[config.mk]
export PLATFORM = sky130hd
export DESIGN_NAME = cga_vram_sched
export DESIGN_NICKNAME = d
export VERILOG_FILES = /design/src/rtl/cga_vram_sched.sv
export SDC_FILE = /design/constraint.sdc
export NUM_CORES = 1
export LEC_CHECK = 0
export BUFFER_PORTS_ARGS = -buffer_cell sky130_fd_sc_hd__buf_2
export CORE_MARGIN = 2
export CORE_UTILIZATION = 50
export CTS_CLUSTER_DIAMETER = 200
export CTS_CLUSTER_SIZE = 30
export DETAILED_ROUTE_END_ITERATION = 12
export PLACE_DENSITY_LB_ADDON = 0.1
export SYNTH_ARGS = -nofsm -noshare
export SYNTH_HDL_FRONTEND = slang
export SYNTH_SLANG_ARGS = --single-unit
[constraint.sdc]
create_clock -name clk -period 2.04 [get_ports clk]
set_clock_uncertainty 0.1 [all_clocks]
set_input_delay 0.408 -clock clk [delete_from_list [all_inputs] [get_ports clk]]
set_output_delay 0.408 -clock clk [all_outputs]
set_load 0.02 [all_outputs]
[src/rtl/cga_vram_sched.sv]
// cga_vram_sched: slotted arbiter for the single-port CGA video SRAM.
// Pixel fetches own fixed slots; ISA cycles fill free slots and stretch IOCHRDY.
module cga_vram_sched #(
    parameter int PERIOD    = 8,
    parameter int PIX_SLOT0 = 0,
    parameter int PIX_SLOT1 = 4,
    parameter int DIN_DELAY = 2
) (
    input  logic        clk,
    input  logic        reset_l,
    input  logic        char_strobe,
    input  logic        pix_enable,
    input  logic [18:0] pix_addr0,
    input  logic [18:0] pix_addr1,
    output logic [7:0]  pix_char,
    output logic [7:0]  pix_attr,
    output logic        pix_valid,
    input  logic [18:0] isa_addr,
    input  logic [7:0]  isa_din,
    input  logic        isa_read,
    input  logic        isa_write,
    output logic [7:0]  isa_dout,
    output logic        isa_rdy,
    output logic [18:0] ram_a,
    output logic [7:0]  ram_dout,
    input  logic [7:0]  ram_din,
    output logic        ram_drive,
    output logic        ram_we_l
);

    localparam int SW = (PERIOD > 1) ? $clog2(PERIOD) : 1;
    localparam int CW = (DIN_DELAY > 1) ? $clog2(DIN_DELAY) : 1;

    typedef enum logic [2:0] {
        S_IDLE,
        S_LATCH,
        S_PEND,
        S_ACCESS,
        S_DONE
    } state_t;

    state_t        r_state;
    state_t        w_state_nxt;
    logic [SW-1:0] r_slot;
    logic [SW-1:0] w_slot_nxt;
    logic [CW-1:0] r_cnt;
    logic [18:0]   r_addr;
    logic [7:0]    r_data;
    logic          r_is_wr;
    logic          r_rd_q;
    logic          r_wr_q;
    logic          r_own_pix0;
    logic          r_own_pix1;
    logic [18:0]   r_ram_a;
    logic [7:0]    r_ram_dout;
    logic          r_ram_drive;
    logic          r_ram_we_l;
    logic [7:0]    r_isa_dout;
    logic          r_isa_rdy;
    logic [7:0]    r_pix_char;
    logic [7:0]    r_pix_attr;
    logic          r_pix_valid;

    logic w_nxt_pix0;
    logic w_nxt_pix1;
    logic w_nxt_free;
    logic w_rd_rise;
    logic w_wr_rise;
    logic w_accept;
    logic w_accept_wr;
    logic w_latch_din;
    logic w_start;
    logic w_rdy_nxt;

    assign w_slot_nxt = (char_strobe || r_slot == SW'(PERIOD - 1))
                        ? '0 : r_slot + 1'b1;

    // Ownership is decided one edge early so ram_a is stable for the slot.
    assign w_nxt_pix0 = pix_enable && (w_slot_nxt == SW'(PIX_SLOT0));
    assign w_nxt_pix1 = pix_enable && (w_slot_nxt == SW'(PIX_SLOT1));
    assign w_nxt_free = !(w_nxt_pix0 || w_nxt_pix1);

    assign w_rd_rise = isa_read && !r_rd_q;
    assign w_wr_rise = isa_write && !r_wr_q;

    always_ff @(posedge clk) begin
        if (!reset_l) begin
            r_state <= S_IDLE;
        end else begin
            r_state <= w_state_nxt;
        end
    end

    always_comb begin
        w_state_nxt = r_state;
        case (r_state)
            S_IDLE: begin
                if (w_rd_rise) begin
                    w_state_nxt = S_PEND;
                end else if (w_wr_rise) begin
                    w_state_nxt = S_LATCH;
                end
            end
            S_LATCH: begin
                if (r_cnt == CW'(DIN_DELAY - 1)) begin
                    w_state_nxt = S_PEND;
                end
            end
            S_PEND: begin
                if (!r_is_wr && !isa_read) begin
                    w_state_nxt = S_IDLE;
                end else if (w_nxt_free) begin
                    w_state_nxt = S_ACCESS;
                end
            end
            S_ACCESS: w_state_nxt = S_DONE;
            S_DONE: begin
                if (r_is_wr ? !isa_write : !isa_read) begin
                    w_state_nxt = S_IDLE;
                end
            end
            default: w_state_nxt = S_IDLE;
        endcase
    end

    always_comb begin
        w_accept    = 1'b0;
        w_accept_wr = 1'b0;
        w_latch_din = 1'b0;
        w_start     = 1'b0;
        w_rdy_nxt   = (w_state_nxt == S_IDLE) || (w_state_nxt == S_DONE);
        if (r_state == S_IDLE) begin
            w_accept    = w_rd_rise || w_wr_rise;
            w_accept_wr = w_wr_rise && !w_rd_rise;
        end
        if (r_state == S_LATCH) begin
            w_latch_din = (r_cnt == CW'(DIN_DELAY - 1));
        end
        if (r_state == S_PEND) begin
            w_start = (w_state_nxt == S_ACCESS);
        end
    end

    always_ff @(posedge clk) begin
        if (!reset_l) begin
            r_slot      <= '0;
            r_cnt       <= '0;
            r_addr      <= '0;
            r_data      <= '0;
            r_is_wr     <= 1'b0;
            r_rd_q      <= isa_read;
            r_wr_q      <= isa_write;
            r_own_pix0  <= 1'b0;
            r_own_pix1  <= 1'b0;
            r_ram_a     <= '0;
            r_ram_dout  <= '0;
            r_ram_drive <= 1'b0;
            r_ram_we_l  <= 1'b1;
            r_isa_dout  <= '0;
            r_isa_rdy   <= 1'b1;
            r_pix_char  <= '0;
            r_pix_attr  <= '0;
            r_pix_valid <= 1'b0;
        end else begin
            r_slot     <= w_slot_nxt;
            r_rd_q     <= isa_read;
            r_wr_q     <= isa_write;
            r_own_pix0 <= w_nxt_pix0;
            r_own_pix1 <= w_nxt_pix1;
            r_isa_rdy  <= w_rdy_nxt;
            if (w_accept) begin
                r_addr  <= isa_addr;
                r_is_wr <= w_accept_wr;
                r_cnt   <= '0;
            end else if (r_state == S_LATCH) begin
                r_cnt <= r_cnt + 1'b1;
            end
            if (w_latch_din) begin
                r_data <= isa_din;
            end
            if (w_nxt_pix0) begin
                r_ram_a <= pix_addr0;
            end else if (w_nxt_pix1) begin
                r_ram_a <= pix_addr1;
            end else if (w_start) begin
                r_ram_a <= r_addr;
            end
            r_ram_drive <= w_start && r_is_wr;
            r_ram_we_l  <= !(w_start && r_is_wr);
            if (w_start && r_is_wr) begin
                r_ram_dout <= r_data;
            end
            if (r_state == S_ACCESS && !r_is_wr) begin
                r_isa_dout <= ram_din;
            end
            if (r_own_pix0) begin
                r_pix_char <= ram_din;
            end
            if (r_own_pix1) begin
                r_pix_attr <= ram_din;
            end
            r_pix_valid <= r_own_pix1;
        end
    end

    assign pix_char  = r_pix_char;
    assign pix_attr  = r_pix_attr;
    assign pix_valid = r_pix_valid;
    assign isa_dout  = r_isa_dout;
    assign isa_rdy   = r_isa_rdy;
    assign ram_a     = r_ram_a;
    assign ram_dout  = r_ram_dout;
    assign ram_drive = r_ram_drive;
    assign ram_we_l  = r_ram_we_l;

endmodule

# Word level (Yosys, flattened, before mapping)
# Cells that the tools add are included.
# totals
register_bits,94
word_cells,70
output_inout_bits,55
inputBits,79
# op_classes
n_eq_ne,8
reduce_logical,24
mux,16
n_bitwise,1
addsub,2
# op_table
operator,count
19-bit 2-to-1 mux,3
3-bit 2-to-1 mux,7
3-bit case mux with 5 select lines,1
"3-bit equality test, second input constant",4
"3-bit by 2-bit equality test with 1-bit output, second input constant",3
3-bit logical NOT,3
1-bit logical AND,8
1-bit logical NOT,7
1-bit 2-to-1 mux,5
1-bit logical OR,4
"3-bit by 1-bit adder with 3-bit output, second input constant",1
"3-bit by 1-bit equality test with 1-bit output, second input constant",1
3-bit nonzero test,1
2-bit OR reduction,1
"1-bit adder, second input constant",1
1-bit inverter,1

# Depth between registers and ports, before layout
# Gate-level depths: netlist of run 1.
# depth
depth_word,14
mapped_depth,7
ltp_nobuf,6

# Worst setup path after synthesis of run 1
# OpenSTA, ideal clock, no wires.
# synth_path
kind,register to register
startpoint,register r_slot[0]
endpoint,"register r_ram_a[8], in the netlist ram_a[8]"
setup_slack_ns,0.162
t_required_ns,1.807
synth_period_minus_slack_ns,1.878
n_path_buf,1
setup_ns,0.133
t_arrival_ns,1.645
stages_incl_launch_ff,8
cell_sequence,dfxtp_1 ha_1 ha_1 nor3b_2 buf_4 mux2_1 o21ai_0 a21oi_1
# synth_between
elab_chain_len,12
elab_cells_between_ends,17
classes_between,add/sub (1); eq/ne (3); mux (7); reduce/logical (6)
# synth_rtl
element,line_no,source
"start, declared",44,logic [SW-1:0] r_slot;
"start signal, assigned",165,r_slot <= w_slot_nxt;
"parallel branches: the longest is 2 deep, another holds 3-bit by 1-bit adder with 3-bit output",-,
3-bit 2-to-1 mux (*),76,? '0 : r_slot + 1'b1;
3-bit equality test / 3-bit logical NOT (equally long branches),"80, 79",
1-bit logical AND (on tied branches),"80, 79",
1-bit logical OR,81,assign w_nxt_free = !(w_nxt_pix0 || w_nxt_pix1);
3-bit 2-to-1 mux,112,end else if (w_nxt_free) begin
3-bit 2-to-1 mux,110,if (!r_is_wr && !isa_read) begin
3-bit case mux with 5 select lines,96,case (r_state)
3-bit by 2-bit equality test with 1-bit output,140,w_start = (w_state_nxt == S_ACCESS);
1-bit 2-to-1 mux,139,if (r_state == S_PEND) begin
3-bit nonzero test (no line),-,
"end signal, assigned",182,r_ram_a <= pix_addr0;
"end signal, assigned",184,r_ram_a <= pix_addr1;
"end signal, assigned",186,r_ram_a <= r_addr;
"end, declared",54,logic [18:0] r_ram_a;
# Every way passes the cells marked *.
# A chain may end at the register's enable or synchronous reset.

# Worst setup path after layout of run 1
# layout_path
startpoint,register r_slot[0]
endpoint,"register r_ram_a[1], in the netlist ram_a[1]"
# The elaborated chain is that of the path after synthesis.

==> implementation parameters, run 1 <==
Parameter                              Value

Detailed routing
  Number of search-and-repair iterations in the first detailed-routing pass    4
  Initial detailed-routing violation count    90
  Detail-routed net length per standard cell    14.0 um
  Final routed wirelength across all metal layers    8.65 mm
  Number of nets with antenna violations after routing    0
  Total via count in the routed design    3,064
  Drc violations    0
  Post-detailed-route via-to-cell ratio    4.96

Clock tree
  Worst-path clk slew    90 ps
  Clock tree from TritonCTS    yes
  CTS Hold Buffers Added    0
  Later-pin clock latency in the skew report    350 ps
  Maximum buffer depth of the clock tree    2
  Clock sink total    94
  TritonCTS buffer count    9
  Root Buffer Master    clkbuf_8
  Total number of H-tree levels    3

Hold path
  Launch instance of the worst min-delay path    isa_write
  Path class of the lowest-slack min-delay path    primary input to flip-flop
  Min-Delay Path Depth    1
  WHS Endpoint    r_wr_q

Timing
  Final worst slack    39.6 ps
  Final Hold Violating Endpoints    0
  RSZ-0062 raised after global routing    true
  Final worst-path cycle share    98.1%
  Smallest hold slack    100 ps
  Minimum clock period    2000 ps
  Final setup violation count    0
  Max frequency    500 MHz
  Slew at the pin closest to its max-slew limit    529 ps
  Sum of negative setup slack    0 ps
  Max Slew Vio Count    0
  Headroom to the max-slew limit    64.7%

Critical path
  Data required time of the worst path    2190 ps
  Crit Path Category    flip-flop to flip-flop
  Critical Path Slowest Stage Cell    dfxtp_2
  Critical path cell sequence    ha_1 > ha_1 > nor3b_4 > buf_6 > clkbuf_16 > mux2_1 > o21ai_1 > a21oi_1
  Reg2reg setup slack    40 ps
  Critical path arrival    2150 ps
  Start of the worst register-to-register path    r_slot[0]
  Biggest fanout along the worst timing path    9
  Number of cell instances on the worst register-to-register path    8
  Type of destination of the critical path    flip-flop
  Critical path's most frequent cell    ha_1
  Critical Path Source Type    flip-flop
  End of the worst register-to-register path    ram_a[1]
  Highest cell delay on the worst timing path    340 ps

Global route
  First-pass GRT wire length    13.3 mm
  Layer with the highest usage after global routing    met2
  Overflow after GRT    0
  Vias in the first global route    2,885
  Met1 track demand over resource in global routing    24.9%
  All-layer global routing usage    19.3%
  Pin count of the biggest net entering global routing    37
  Grt met2 use    31.3%
  Global routing usage on met3    4.56%
  Initial antenna violation count    0

Synth
  Post-synthesis xor/xnor area fraction    0.223%
  Post-synthesis area per instance    10.4 um^2
  Compound-Gate Fraction of Synth Area    11.0%
  Combinational family with the most area after synthesis    multiplexers
  Gate Count Post-Synth    377
  Number of synthesized flops with an enable pin    0
  Async set-or-reset flop fraction in the synthesized netlist    0%
  Post-synthesis cell type with the largest combined area    dfxtp_1
  Synthesized-area fraction occupied by and/or/nand/nor cells    14.9%
  Post-synthesis net count    458
  Part of the Yosys area used for sequential elements    48.0%
  Cell types occupying the most area after synthesis    dfxtp_1 48%, mux2i_1 16%, nor2b_1 7.5%, mux2_1 5.2%, o21ai_0 3.2%
  Cell area after technology mapping    0.00392 mm^2
  Top_reg_cell synth    dfxtp_1
  Synthesis-stage register bit count    94
  Number of warnings issued by yosys    0
  Proportion of synthesized area in mux cells    21.6%
  Unique cell type count in the Yosys netlist    36
  Area share of the largest cell type after synthesis    48.0%
  Share of synthesized cell area in full adder, half adder and majority cells    0.638%

Pwr
  Leakage component of the power    2.33 nW
  Worst vdd rail ir drop    509 uV
  Power consumption    3.99 mW
  Power density normalized to cell area    790 mW/mm^2

Finish
  Final instance area    0.00505 mm^2
  Core occupancy in the finished layout    66.0%
  Number of standard cells in the final layout excluding fillers    618
  Area growth from synthesis to layout    28.8%
  Ratio of cells with drive above 1 in the final layout    34.9%
  Nets@finish    592
  Antenna diode instance count    0

Outcome
  Status    finished clean

Floorplanning
  Die outline width    92.6 um
  Core outline area    0.00765 mm^2
  Effective utilization at floorplan    51.3%
  # rows    32
  Area of the die    0.00857 mm^2
  Die Y    92.6 um
  Top Ports    134

Placement
  Standard cell area after detailed placement    0.00472 mm^2
  Global placement routability congestion    0.725
  HPWL reported at the end of detailed placement    5.89 mm
  Cell total after placement    598
  Setup WS pre-CTS    29.6 ps
  Buffers on Ports    133

Run
  Max-Cap Viols    0
[Yosys cell counts, types with 2 or more instances]
cell type	instances
a21boi_0	2
a21boi_1	16
a21oi_1	19
and2_1	5
and3_1	2
buf_2	5
buf_4	6
buf_6	2
clkbuf_1	13
dfxtp_1	94
ha_1	2
mux2_1	18
mux2_2	2
mux2i_1	62
nand2_1	22
nand3_1	9
nand3b_1	2
nor2_1	3
nor2b_1	47
nor3b_2	3
o21ai_0	25
o21ai_1	4
[worst max-delay path by stage]
stage,start,to,slack (ps),cells past startpoint
after CTS,r_slot[0],ram_a[0],20,7
final,r_slot[0],ram_a[1],40,8
after detailed placement,r_slot[0],ram_a[3],30,7
after global routing,r_slot[0],ram_a[3],-40,8
after floorplan,r_slot[0],ram_a[8],160,7
after global placement,r_slot[0],ram_a[0],100,7
[power by group]
| group | switching [mW] | internal [mW] |
|---|---|---|
| sequential | 0.0532 | 1.92 |
| combinational | 0.264 | 0.251 |
| clock | 0.619 | 0.883 |
[repair_timing]
| item | 4_1_cts | 5_1_grt |
|---|---|---|
| gates resized for setup | 0 | 21 |
| buffers inserted | 0 | 2 |
| endpoints found under the setup margin | 0 | 17 |
[per-layer routing]
metal  up-vias  wire, um
li1       1577         -
met1      1408      4010
met2        71      4070
met3         8       481
met4         0        94
met5         -         0
[cell usage in the layout, fill, tap and decap left out, types with 2 or more instances in the layout]
master / instances
o21ai_1: 19
nand3b_1: 2
nand2_1: 22
and2_1: 5
mux2i_1: 62
buf_2: 133
mux2_4: 3
o21ai_2: 2
a21boi_0: 2
and3_1: 2
buf_4: 10
o21ai_0: 9
nor2_1: 3
mux2_1: 16
dfxtp_1: 93
nor2b_1: 47
buf_12: 3
nor3b_2: 2
a21boi_1: 16
ha_1: 2
clkbuf_1: 2
a21oi_1: 19
clkbuf_8: 11
nand3_1: 9
clkbuf_16: 2
bufinv_16: 3
[logic make-up (layout without fill, tap and decap cells)]
kind of cell / count (synthesis) / count (layout)
XOR/XNOR: 1 / 1
AND/OR/NAND/NOR: 99 / 99
flip-flops: 94 / 94
buffers and inverters: 27 / 166
multiplexers: 82 / 82
AO/OA/AOI/OAI: 72 / 72
adder cells (fa/ha/maj): 2 / 2
[sequential cells by signal (all words and copies together) (netlist names)]
name	flops
r_addr	19
ram_a	19
isa_dout	8
pix_attr	8
pix_char	8
r_data	8
ram_dout	8
r_slot	3
r_state	3
isa_rdy	1
pix_valid	1
r_cnt	1
r_is_wr	1
r_own_pix0	1
r_own_pix1	1
r_rd_q	1
r_wr_q	1
ram_drive	1
ram_we_l	1
[layout make-up]
type | instances | area, um^2
Clock buffer | 13 | 159
Clock inverter | 3 | 90.1
Fill cell | 641 | 2600
Inverter | 1 | 3.75
Multi-Input combinational cell | 256 | 1920
Sequential cell | 94 | 1880
Tap cell | 102 | 128
Timing Repair Buffer | 149 | 862
[critical path, delay by kind of cell, from the launching register on]
kind | cells | cell delay, ps
adder cells (fa/ha/maj) | 2 | 460
flip-flops | 1 | 340
multiplexers | 1 | 330
buffers and inverters | 2 | 300
AND/OR/NAND/NOR | 1 | 190
AO/OA/AOI/OAI | 2 | 170
No activity file was read; power rests on OpenSTA's default activity.
==> run 2, diff against run 1 <==
--- a/config.mk
+++ b/config.mk
@@ -11,7 +11,8 @@
 export CTS_CLUSTER_DIAMETER = 200
 export CTS_CLUSTER_SIZE = 30
 export DETAILED_ROUTE_END_ITERATION = 12
-export PLACE_DENSITY_LB_ADDON = 0.1
+export MAX_ROUTING_LAYER = met4
+export PLACE_DENSITY = 0.8
 export SYNTH_ARGS = -nofsm -noshare
 export SYNTH_HDL_FRONTEND = slang
 export SYNTH_SLANG_ARGS = --single-unit
==> run 2 against run 1 <==
Via count increased by 3.1%. Non-clock buffer count unchanged. Sequential power barely moved. Sequential share of layout area down 0.25 points. Fmax rose by 0.58%. Sequential cell count unchanged. Worst setup slack improved by 12 ps. Critical path type unchanged. Largest cell class unchanged.
==> implementation parameters, run 2 (synthesis gave the netlist of run 1 again) <==
Parameter                              Value

Outcome
  Status    finished clean

Clock tree
  Worst-path clk slew    100 ps
  Clock tree from TritonCTS    yes
  Total number of H-tree levels    3
  TritonCTS buffer count    9
  Maximum buffer depth of the clock tree    2
  Later-pin clock latency in the skew report    350 ps
  Clock sink total    94
  Root Buffer Master    clkbuf_8
  CTS Hold Buffers Added    0

Detailed routing
  Initial detailed-routing violation count    97
  Final routed wirelength across all metal layers    8.98 mm
  Number of nets with antenna violations after routing    0
  Total via count in the routed design    3,160
  Post-detailed-route via-to-cell ratio    5.11
  Number of search-and-repair iterations in the first detailed-routing pass    4
  Drc violations    0
  Detail-routed net length per standard cell    14.5 um

Placement
  Buffers on Ports    133
  HPWL reported at the end of detailed placement    6.23 mm
  Global placement routability congestion    0.749

Hold path
  Path class of the lowest-slack min-delay path    primary input to flip-flop
  WHS Endpoint    r_wr_q
  Min-Delay Path Depth    1
  Launch instance of the worst min-delay path    isa_write

Timing
  Headroom to the max-slew limit    41.8%
  Max frequency    503 MHz
  Minimum clock period    1990 ps
  Sum of negative setup slack    0 ps
  Final setup violation count    0
  Final Hold Violating Endpoints    0
  Slew at the pin closest to its max-slew limit    872 ps
  Final worst-path cycle share    97.5%
  Max Slew Vio Count    0
  Smallest hold slack    93.2 ps

Global route
  Pin count of the biggest net entering global routing    49
  Overflow after GRT    0
  Met1 track demand over resource in global routing    25.1%
  Initial antenna violation count    0
  All-layer global routing usage    20.6%
  Grt met2 use    34.7%
  Vias in the first global route    3,052
  First-pass GRT wire length    13.8 mm
  Global routing usage on met3    3.50%
  Layer with the highest usage after global routing    met2

Finish
  Ratio of cells with drive above 1 in the final layout    38.8%
  Nets@finish    592
  Antenna diode instance count    0
  Top library cells by usage in the layout, fill and taps aside    133 x buf_2, 93 x dfxtp_1, 62 x mux2i_1
  Area growth from synthesis to layout    29.6%
  Most common library cell in the layout ignoring fill and taps    buf_2

Critical path
  Type of destination of the critical path    flip-flop
  Reg2reg setup slack    50 ps
  End of the worst register-to-register path    ram_a[8]
  Crit Path Category    flip-flop to flip-flop
  Biggest fanout along the worst timing path    6
  Critical Path Source Type    flip-flop
  Number of cell instances on the worst register-to-register path    7
  Critical path arrival    2140 ps
  Data required time of the worst path    2190 ps
  Start of the worst register-to-register path    r_slot[0]

Floorplanning
  Area of the die    0.00857 mm^2
  Top Ports    134
  Die outline width    92.6 um
  Die Y    92.6 um
  Effective utilization at floorplan    51.3%
  # rows    32
  Core outline area    0.00765 mm^2

Pwr
  Worst vdd rail ir drop    450 uV
  Leakage component of the power    2.35 nW
  Power density normalized to cell area    783 mW/mm^2
  Power consumption    3.98 mW

Run
  Max-Cap Viols    0
==> run 2: how the worst max path moves through the flow <==
stage | startpoint | end | slack [ps] | depth (start not counted)
CTS | r_slot[0] | ram_a[15] | 10 | 7
global route | r_slot[0] | ram_a[8] | -40 | 7
global placement | r_slot[0] | ram_a[0] | 110 | 7
floorplan | r_slot[0] | ram_a[8] | 160 | 7
finish | r_slot[0] | ram_a[8] | 50 | 7
detailed placement | r_slot[0] | ram_a[4] | 30 | 7
==> run 2: report_power, final <==
group	switching [mW]	internal [mW]	leakage, nW
logic	0.276	0.265	1.46
registers	0.0521	1.92	0.767
clock network	0.646	0.821	0.120
total	0.974	3.01	2.35
==> run 2: timing repair <==
item | 4_1_cts | 5_1_grt
gates cloned | 0 | 1
pin swaps | 0 | 6
gates resized for setup | 1 | 42
setup buffers | 0 | 3
setup endpoints to repair | 1 | 21
hold endpoints to repair | 0 | 0
==> run 2: per-stage QoR <==
stage / utilization [%] / setup slack, ps / instance area, um^2 / cells
after floorplan: - / 162 / 3920 / 377
after global routing: 66.5 / -36.3 / 5080 / 618
after global placement: 61.7 / 107 / 4720 / 598
after CTS: 65.0 / 13.9 / 4970 / 614
final: 66.5 / 51.2 / 5080 / 618
after detailed placement: 61.7 / 31.0 / 4720 / 598
==> run 2: final cells by class <==
type | count | area (um^2)
repair buffers | 149 | 835
clock buffers | 9 | 124
well taps | 102 | 128
flip-flops and latches | 94 | 1880
fillers | 628 | 2560
clock inverters | 7 | 120
multi-input cells | 256 | 1990
inverters | 1 | 3.75
==> run 2: critical path: stages (launching register included) <==
cell and delay, ps:
dfxtp_2 330, ha_2 170, ha_1 290, nor3b_4 280, buf_6 180, mux2_1 330, o21ai_0 160, a21oi_1 60
==> run 2: routing by layer <==
layer | vias up | routed length [um]
met1 | 1485 | 3940
met3 | 11 | 479
li1 | 1570 | -
met4 | 0 | 72
met2 | 94 | 4490
met5 | - | 0
